**config.mk**
```make
export PLATFORM = sky130hd
export DESIGN_NAME = ca3_hash_round_sequencer
export DESIGN_NICKNAME = d
export VERILOG_FILES = /design/src/rtl/ca3_hash_pkg.sv /design/src/rtl/CA3_and_2.sv /design/src/rtl/ca3_hash_round.sv /design/src/rtl/ca3_hash_round_sequencer.sv
export SDC_FILE = /design/constraint.sdc
export NUM_CORES = 1
export LEC_CHECK = 0
export CAP_MARGIN = 20
export CORE_UTILIZATION = 47
export CTS_CLUSTER_SIZE = 40
export DETAILED_ROUTE_END_ITERATION = 7
export PLACE_DENSITY = 0.82
export REMOVE_ABC_BUFFERS = 1
export SYNTH_ARGS = -nofsm -noshare
export SYNTH_HDL_FRONTEND = slang
export SYNTH_SLANG_ARGS = --single-unit
```
**constraint.sdc**
```tcl
create_clock -name clk -period 2.3 [get_ports clk]
set_input_delay 0.23 -clock clk [delete_from_list [all_inputs] [get_ports clk]]
set_output_delay 0.23 -clock clk [all_outputs]
set_load 0.01 [all_outputs]
```
**src/rtl/ca3_hash_pkg.sv**
```systemverilog
// Shared definitions for the hash sequencer: FSM encoding, default sizes and
// the rotate helpers used by the round function.
package ca3_hash_pkg;

  typedef enum logic [1:0] {
    IDLE   = 2'd0,
    ABSORB = 2'd1,
    MIX    = 2'd2,
    DONE   = 2'd3
  } ca3_state_e;

  localparam int CA3_W_DEF      = 8;
  localparam int CA3_ROUNDS_DEF = 2;
  // The rotate helpers work on a fixed carrier width; callers cast in and out.
  localparam int CA3_WMAX       = 64;

  function automatic logic [CA3_WMAX-1:0] ca3_mask(input int w);
    logic [CA3_WMAX-1:0] msk;
    msk = '0;
    for (int i = 0; i < CA3_WMAX; i++)
      if (i < w) msk[i] = 1'b1;
    return msk;
  endfunction

  // Valid for 0 < n < w <= CA3_WMAX.
  function automatic logic [CA3_WMAX-1:0] rotl(input logic [CA3_WMAX-1:0] x,
                                               input int w, input int n);
    return ((x << n) | (x >> (w - n))) & ca3_mask(w);
  endfunction

  function automatic logic [CA3_WMAX-1:0] rotr(input logic [CA3_WMAX-1:0] x,
                                               input int w, input int n);
    return ((x >> n) | (x << (w - n))) & ca3_mask(w);
  endfunction

endpackage

```
**src/rtl/CA3_and_2.sv**
```systemverilog
// Two-input AND cell used by the round function's nonlinear term.
module CA3_and_2 (
  input  logic a,
  input  logic b,
  output logic y
);
  assign y = a & b;
endmodule

```
**src/rtl/ca3_hash_round.sv**
```systemverilog
// Combinational round function R(H,k) = rotl(H,1) ^ (H & rotr(H,2)) ^ k.
module ca3_hash_round
  import ca3_hash_pkg::*;
#(
  parameter int W = CA3_W_DEF
) (
  input  logic [W-1:0] h,
  input  logic [W-1:0] k,
  output logic [W-1:0] r
);

  logic [W-1:0] h_rl, h_rr2, h_and;

  assign h_rl  = W'(rotl(CA3_WMAX'(h), W, 1));
  assign h_rr2 = W'(rotr(CA3_WMAX'(h), W, 2));

  // One AND cell per bit keeps the nonlinear term mapped onto the library gate.
  for (genvar i = 0; i < W; i++) begin : g_and
    CA3_and_2 u_and (
      .a (h[i]),
      .b (h_rr2[i]),
      .y (h_and[i])
    );
  end

  assign r = h_rl ^ h_and ^ k;

endmodule

```
**src/rtl/ca3_hash_round_sequencer.sv**
```systemverilog
// Hash front end: absorbs words over valid/ready, runs ROUNDS mixing rounds per
// word one per clock, then holds the digest until the consumer takes it.
module ca3_hash_round_sequencer
  import ca3_hash_pkg::*;
#(
  parameter int W      = CA3_W_DEF,
  parameter int ROUNDS = CA3_ROUNDS_DEF
) (
  input  logic         clk,
  input  logic         rst,
  input  logic         start,
  input  logic [W-1:0] seed,
  input  logic         in_valid,
  output logic         in_ready,
  input  logic [W-1:0] in_data,
  input  logic         in_last,
  output logic         out_valid,
  input  logic         out_ready,
  output logic [W-1:0] digest,
  output logic         busy
);

  localparam int RW = (ROUNDS > 1) ? $clog2(ROUNDS) : 1;
  localparam logic [RW-1:0] RLAST = RW'(ROUNDS - 1);

  ca3_state_e    state, state_nx;
  logic [W-1:0]  h, m, k, h_nx;
  logic [RW-1:0] round;
  logic          last_q;

  // Round 0 mixes in the message word; later rounds use the round index as key.
  assign k = (round == '0) ? m : W'(round);

  ca3_hash_round #(.W(W)) u_round (
    .h (h),
    .k (k),
    .r (h_nx)
  );

  always_ff @(posedge clk) begin
    if (rst) state <= IDLE;
    else     state <= state_nx;
  end

  always_comb begin
    state_nx  = state;
    in_ready  = 1'b0;
    out_valid = 1'b0;
    busy      = 1'b1;
    case (state)
      IDLE: begin
        busy = 1'b0;
        if (start) state_nx = ABSORB;
      end
      ABSORB: begin
        in_ready = 1'b1;
        if (in_valid) state_nx = MIX;
      end
      MIX: begin
        if (round == RLAST) state_nx = last_q ? DONE : ABSORB;
      end
      DONE: begin
        out_valid = 1'b1;
        if (out_ready) state_nx = IDLE;
      end
      default: state_nx = IDLE;
    endcase
  end

  always_ff @(posedge clk) begin
    if (rst) begin
      h      <= '0;
      m      <= '0;
      round  <= '0;
      last_q <= 1'b0;
    end else begin
      case (state)
        IDLE: if (start) h <= seed;
        ABSORB: begin
          if (in_valid) begin
            m      <= in_data;
            last_q <= in_last;
            round  <= '0;
          end
        end
        MIX: begin
          h     <= h_nx;
          round <= (round == RLAST) ? '0 : round + 1'b1;
        end
        default: ;
      endcase
    end
  end

  assign digest = h;

endmodule

```
==> metrics.cfg, run 1 <==
[final_layout]
diodes = 0
multiInputGateArea_sq_um = 651.9
final-instance-count-excl-fill = 197
drive_gt1_frac = 0.07101
final_nets = 192
seqCellArea_sq_um = 400.4
fillCellCount = 209
area_growth_pct = 25.35
post-route-util = 0.6443
final_cell_mix = clkdlybuf4s50_1, nand2_1, dfxtp_1
layout_commonest_cell = clkdlybuf4s50_1

[setup_path]
r2r_cells = 4
critPathCaptureType = primary output
r2r_setup_slack_ns = 0.67
slowest_delay_ns = 0.65
rr_endpoint = digest[6]
r2r-start = state[1]
crit_required_ns = 2.07
critical_path_peak_fanout = 15
crit_arrival_ns = 1.69
worstSetupStartpointType = register
startpoint = state[1]
path_cells = or2_4 > clkdlybuf4s50_1
crit_type = reg2out
slowest_stage = dfxtp_1

[clock_tree]
cts_setup_buffers = 0
clk_path_buf_depth = 2
cts_tree = yes
cts_sinks = 20
clock_latency_ns = 0.30
numCtsBuffers = 3
root_buffer = clkbuf_4
path_clk_slew_ns = 0.11
htreeDepth = 1
cts-resized-gates = 0
postCtsHoldBufs = 0

[sta]
fin_crit_sh = 0.8345
grt_setup_unrepaired = no
tns_ns = 0
worstMarginPinSlew_ns = 0.4996
max_freq_mhz = 521.0
drv_slew = 0
fin_crit_ns = 1.919
whs_ns = 0.4601
finalHoldViolations = 0
setup_ws_ns = 0.3807
slew_headroom = 0.6665
fin_skew_ns = 0.004832
setup_violations = 0

[synthesis]
ys_warn_count = 0
avgSynthCellArea_sq_um = 8.013
synth-simple-area-share = 0.2449
syn-cell-area_sq_um = 1170
synth-seq-cells = 20
ys_seq_area_frac = 0.3422
synth_top_family_by_area = simple AND/OR/NAND/NOR gates
synth_compound_area_frac = 0.2374
ys_types = 41
synth-adder-area-share = 0
synth-xor-area-share = 0.07487
synth_cells = 146
muxShareOfSynthArea = 0

[pwr]
combinationalPowerShare = 0.267
power.density_nw_per_um2 = 581.6
p_int_mw = 0.6018
switching_share = 0.2944
p_seq_frac = 0.493
p_leak_nw = 0.5164
clkPwrFrac = 0.240
ir_worst_vdd_v = 0.0005299
switching_power_mw = 0.2511

[detailed_routing]
drt_iter0_markers = 29
wl_um = 2513
vias = 1047
first_pass_iters = 4
wl_per_cell_um = 12.76
ant_nets = 0
vias_per_cell = 5.315
drc_errors = 0

[outcome]
status = complete, no violations

[floorplanning]
rows = 17
core_area_sq_um = 2276
die_x_um = 51.89
floorplan.die.height_um = 51.89
ios = 33
start_util = 0.5140
dieArea_sq_um = 2693

[global_routing]
grt_pass1_vias = 952
grt_max_degree = 16
track_usage = 0.2076
grt_pass1_wl_um = 4084
grt_antenna_before_repair = 0
grt_overflow_total = 0

[placed_design]
placedCellCount = 193
io_buffers = 32
gp_congestion = 0.8229
place_ws_ns = 0.5749
dp_hpwl_um = 1949

[run]
maxCapViolations = 0

[min_path]
worst_hold_path.endpoint = m[4]
hp-class = reg2reg
whs_path_depth = 2
hp-start = m[4]

==> worst max path at each step <==
| stage | to | slack (ns) | depth (start not counted) |
|---|---|---|---|
| after floorplan | digest[6] | 0.87 | 4 |
| after global placement | digest[6] | 0.66 | 5 |
| after detailed placement | digest[2] | 0.57 | 5 |
| after CTS | busy | 0.38 | 2 |
| after global routing | in_ready | 0.29 | 2 |
| final | busy | 0.38 | 2 |
==> final cells by class <==
| class | instances | share of cell area |
|---|---|---|
| Multi-Input combinational cell | 108 | 0.4445 |
| Sequential cell | 20 | 0.2730 |
| Tap cell | 28 | 0.02389 |
| Timing Repair Buffer | 33 | 0.2235 |
| Inverter | 4 | 0.01024 |
| Clock buffer | 4 | 0.02474 |
==> power groups by stage <==
stage	logic [mW]	registers (mW)	clock network [mW]
6_report	0.228	0.420	0.204
3_5_place_dp	0.228	0.429	0
2_1_floorplan	0.119	0.423	0
5_1_grt	0.250	0.427	0.228
3_3_place_gp	0.223	0.426	0
4_1_cts	0.229	0.420	0.211
==> worst max-delay path: cells and delay by family, from the launching register on <==
kind / cells / cell delay, ns
buffers and inverters: 1 / 0.52
flip-flops: 1 / 0.65
AND/OR/NAND/NOR: 1 / 0.22
==> cells by family (layout without fill, tap and decap cells) <==
kind of cell | count (synthesis) | count (layout)
flops | 20 | 20
buf+inv | 18 | 41
simple gates | 57 | 57
compound gates | 41 | 41
xor+xnor | 10 | 10
==> per-stage QoR <==
step | cell area (sq um) | total power, mW
detailed placement | 1430 | 0.6564
finish | 1466 | 0.8529
floorplan | 1067 | 0.5421
global placement | 1430 | 0.6493
global route | 1466 | 0.9051
CTS | 1466 | 0.8601
==> state kept, by name (all words and copies together) (netlist names) <==
register,cells
round,1
m,8
state,2
digest,8
last_q,1
==> per-layer routing <==
metal | part of all wire | wire (um) | GRT usage
met2 | 0.49 | 1238 | 0.3654
met1 | 0.46 | 1147 | 0.2491
met5 | 0 | 0 | 0
met4 | 0.0040 | 10 | 0.04054
met3 | 0.047 | 117 | 0.05848
==> cell usage after synthesis (all sizes together) <==
cell | instances | share of area
nand2 | 27 | 0.087
dfxtp | 20 | 0.34
a21oi | 16 | 0.072
buf | 13 | 0.084
xnor2 | 9 | 0.067
nor2b | 7 | 0.037
nor2 | 6 | 0.028
inv | 4 | 0.013
o21bai | 4 | 0.026
and2 | 3 | 0.016
nand2b | 3 | 0.016
nand3 | 3 | 0.013
o21ai | 3 | 0.013
o2bb2ai | 3 | 0.022
a211oi | 2 | 0.013
a22oi | 2 | 0.013
a31oi | 2 | 0.011
nor3 | 2 | 0.0086
o22ai | 2 | 0.011
or2 | 2 | 0.013
a211o | 1 | 0.0075
a21o | 1 | 0.0064
a22o | 1 | 0.0075
a32o | 1 | 0.0086
a32oi | 1 | 0.0075
and4 | 1 | 0.0096
clkbuf | 1 | 0.0032
nand3b | 1 | 0.0064
nand4 | 1 | 0.0054
o21a | 1 | 0.0064
o41ai | 1 | 0.014
or3 | 1 | 0.0054
xor2 | 1 | 0.0075
No activity file was read; power rests on OpenSTA's default activity.
==> inputs of run 2 (changes only) <==
- CORE_UTILIZATION: 47 -> 42
- PLACE_DENSITY: 0.82 -> 0.77
- clock period: 2.3 -> 1.7 ns (I/O delays scaled with it)
==> run 2 against run 1 <==
Sequential share of layout area is 0.60 points lower; register-to-register slack worse by 0.32 ns; setup slack worse by 0.28 ns; first-iteration DRC count is 34% lower; clock power is 36% higher; die area is 11% higher; critical path depth stayed put; via count is 5.2% higher; cell count is 3.6% higher; critical endpoint unchanged; largest cell class unchanged; highest routed layer unchanged.
==> metrics.cfg, run 2 (synthesis gave the netlist of run 1 again) <==
[outcome]
status = complete, no violations

[final_layout]
multiInputGateArea_sq_um = 651.9
layout_commonest_cell = clkdlybuf4s50_1
diodes = 0
seqCellArea_sq_um = 402.9
area_growth_pct = 28.98
final_cell_mix = clkdlybuf4s50_1, nand2_1, dfxtp_1
fillCellCount = 237
drive_gt1_frac = 0.1092
final_nets = 197
post-route-util = 0.5929

[setup_path]
crit_cells = 2
crit_type = reg2out
r2r_cells = 5
crit_family = buffers and inverters
rr_endpoint = digest[2]
crit_required_ns = 1.53
path_cells = or2_4 > clkdlybuf4s50_1
cp-endpoint = busy
worstSetupStartpointType = register
critPathCaptureType = primary output
startpoint = state[1]
crit_arrival_ns = 1.43
crit_buf_inv = 1
r2r-start = round
slowest_stage = clkdlybuf4s50_1
critical_path_peak_fanout = 12
slowest_delay_ns = 0.48
r2r_setup_slack_ns = 0.35

[clock_tree]
htreeDepth = 1
numCtsBuffers = 3
path_clk_slew_ns = 0.11
postCtsHoldBufs = 0
cts_sinks = 20
clock_latency_ns = 0.31
cts_tree = yes
cts_setup_buffers = 0
root_buffer = clkbuf_4
clk_path_buf_depth = 2

[floorplanning]
die_x_um = 54.78
start_util = 0.4597
ios = 33
rows = 18
core_area_sq_um = 2545
floorplan.die.height_um = 54.78
dieArea_sq_um = 3000

[detailed_routing]
drt_iter0_markers = 19
vias_per_cell = 5.397
wl_per_cell_um = 13.15
ant_nets = 0
vias = 1101
drc_errors = 0
wl_um = 2683
first_pass_iters = 4

[pwr]
p_leak_nw = 0.5414
ir_worst_vdd_v = 0.0006760
power.density_nw_per_um2 = 777.3

[sta]
fin_skew_ns = 0.002339
worstMarginPinSlew_ns = 0.2997
fin_crit_ns = 1.603
fin_crit_sh = 0.9429
max_freq_mhz = 623.8
setup_violations = 0
finalHoldViolations = 0
slew_headroom = 0.8000
drv_slew = 0
tns_ns = 0
whs_ns = 0.3980
grt_setup_unrepaired = no

[placed_design]
dp_hpwl_um = 2072
gp_congestion = 0.8299
io_buffers = 32

[global_routing]
grt_max_degree = 18
grt_overflow_total = 0
grt_pass1_wl_um = 4450
grt_antenna_before_repair = 0
grt_pass1_vias = 1049
track_usage = 0.2109

[run]
maxCapViolations = 0

[min_path]
hp-start = in_data[3]
hp-class = in2reg

## run 2: layer usage
layer  vias up  wire [um]  track usage
met4         0         46      0.07692
met2        29       1351       0.3594
met3         7        154      0.05000
met5         -          0            0
met1       510       1130       0.2533
li1        555          -            -
## run 2: through the flow
stage	cells	cell area (sq um)	total power, mW	worst slack (ns)
floorplan	132	1067	0.7334	0.2728
global placement	200	1470	0.8956	0.1282
detailed placement	200	1470	0.9036	0.07719
CTS	204	1508	1.177	0.008694
global route	204	1509	1.249	0.009435
finish	204	1509	1.173	0.09703
## run 2: layout make-up
cell class	instances	area share
Tap cell	30	0.02488
Inverter	4	0.009950
Multi-Input combinational cell	108	0.4320
Timing Repair Buffer	38	0.2421
Sequential cell	20	0.2670
Clock buffer	4	0.02405
## run 2: power breakdown
group	switching [mW]	internal [mW]
sequential	0.0544	0.507
clock	0.147	0.131
combinational	0.144	0.190
total	0.345	0.828
## run 2: worst min-delay path by stage
stage / endpoint / slack, ns / cells past startpoint
final: m[3] / 0.40 / 3
after floorplan: last_q / 0.24 / 1
after CTS: m[3] / 0.39 / 3
after detailed placement: m[6] / 0.45 / 2
after global routing: m[3] / 0.39 / 3
after global placement: m[6] / 0.44 / 2
## run 2: worst min-delay path: stages
cell             delay [ns]
clkdlybuf4s50_1        0.40
nand2_1                0.05
a21oi_1                0.05
## run 2: repair_timing
item                                    in CTS  in global routing
resized for setup                            1                  1
cloned                                       0                  0
endpoints found under the setup margin       2                  3
endpoints found under the hold margin        0                  0
==> inputs of run 3 (changes only) <==
- CORE_UTILIZATION: 42 -> 47
- PLACE_DENSITY: 0.77 -> 0.82
- clock period: 1.7 -> 1.65 ns (I/O delays scaled with it)
==> run 3 against run 2 <==
Critical path type unchanged; global-route usage rose by 0.60 points; cell area fell by 1.1%; cell count fell by 1.5%; register-to-register slack got worse by 0.13 ns; non-clock buffer count did not move; clock skew rose by 0.0088 ns; sequential power rose by 3%; die area fell by 10%; power fell by 1.8%; sequential share of layout area rose by 0.29 points; critical endpoint is now in_ready; setup slack got worse by 0.00054 ns.
==> metrics.cfg, run 3 (synthesis gave the netlist of run 1 again) <==
[detailed_routing]
vias = 1058
wl_per_cell_um = 12.86
drc_errors = 0
wl_um = 2585
vias_per_cell = 5.264
drt_iter0_markers = 29
first_pass_iters = 4
ant_nets = 0

[setup_path]
crit_required_ns = 1.48
crit_type = reg2out
slowest_delay_ns = 0.54
crit_family = buffers and inverters
path_cells = nor2b_1 > clkdlybuf4s50_1
crit_buf_inv = 1
critical_path_peak_fanout = 8
worstSetupStartpointType = register
crit_arrival_ns = 1.39
slowest_stage = clkdlybuf4s50_1
critPathCaptureType = primary output

[global_routing]
grt_pass1_wl_um = 4312
grt_overflow_total = 0
grt_max_degree = 18
grt_antenna_before_repair = 0
track_usage = 0.2169
grt_pass1_vias = 1022

[pwr]
p_leak_nw = 0.5335
ir_worst_vdd_v = 0.0005373
total_power_mw = 1.151
power.density_nw_per_um2 = 771.3

[floorplanning]
core_area_sq_um = 2276
die_x_um = 51.89
dieArea_sq_um = 2693
ios = 33
floorplan.die.height_um = 51.89
start_util = 0.5140
rows = 17

[final_layout]
area_growth_pct = 27.59
post-route-util = 0.6559
final_nets = 197
diodes = 0
layout_commonest_cell = clkdlybuf4s50_1
final_cell_mix = clkdlybuf4s50_1, nand2_1, dfxtp_1
drive_gt1_frac = 0.1040
postLayoutCellArea_sq_um = 1493

[sta]
drv_slew = 0
fin_skew_ns = 0.01116
fin_crit_sh = 0.9415
slew_headroom = 0.7592
worstMarginPinSlew_ns = 0.3607
fin_crit_ns = 1.554
max_freq_mhz = 643.7
setup_ws_ns = 0.09649
tns_ns = 0
setup_violations = 0
finalHoldViolations = 0
grt_setup_unrepaired = no

[min_path]
hp-class = in2reg

[placed_design]
io_buffers = 32
place_ws_ns = 0.1182
placed_area_sq_um = 1468
dp_hpwl_um = 2003
gp_congestion = 0.7959

[clock_tree]
clk_path_buf_depth = 2
path_clk_slew_ns = 0.11
numCtsBuffers = 3
clock_latency_ns = 0.30
htreeDepth = 1
cts_setup_buffers = 0
cts_sinks = 20
cts_tree = yes
root_buffer = clkbuf_4

[run]
maxCapViolations = 0

[outcome]
status = complete, no violations

run 3: path summary, 6_finish.rpt:
| kind | startpoint | to | slack, ns | depth (start not counted) |
|---|---|---|---|---|
| setup / recovery | state[0] | in_ready | 0.1 | 2 |
| hold reg to reg | m[7] | m[7] | 0.46 | 2 |
| setup reg to reg | round | digest[0] | 0.22 | 4 |
| hold / removal | in_data[3] | m[3] | 0.40 | 3 |
run 3: routing by layer:
layer | wire [um] | global-route usage | share of wire
met1 | 1213 | 0.2652 | 0.47
met2 | 1266 | 0.3675 | 0.49
met3 | 95 | 0.04386 | 0.037
met4 | 10 | 0.08559 | 0.0039
met5 | 0 | 0 | 0
run 3: cell type report:
class | instances | area [sq um]
timing repair buffer | 38 | 365.4
fill | 216 | 783.3
sequential | 20 | 402.9
inverter | 4 | 15.01
clock buffer | 3 | 22.52
multi-input combinational | 108 | 651.9
tap | 28 | 35.03
run 3: worst reg2reg max path: stages, from the launching register on:
cell     delay [ns]
dfxtp_1        0.43
or3_1          0.42
a22o_1         0.22
a21oi_2        0.17
o41ai_2        0.08
run 3: power by group:
part	total, mW	leakage (nW)	switching, mW	internal, mW
Clock	0.226	0.0138	0.141	0.0850
Sequential	0.578	0.164	0.0558	0.523
Combinational	0.347	0.355	0.150	0.197
run 3: repair_timing:
item / CTS / global route
setup endpoints to repair: 2 / 0
hold buffers: 0 / 0
resized for setup: 2 / 0
run 3: metrics by stage:
stage / cells / hold slack, ns
after floorplan: 132 / 0.2341
after global placement: 198 / 0.4412
after detailed placement: 198 / 0.4478
after CTS: 201 / 0.4020
after global routing: 201 / 0.4147
final: 201 / 0.4013
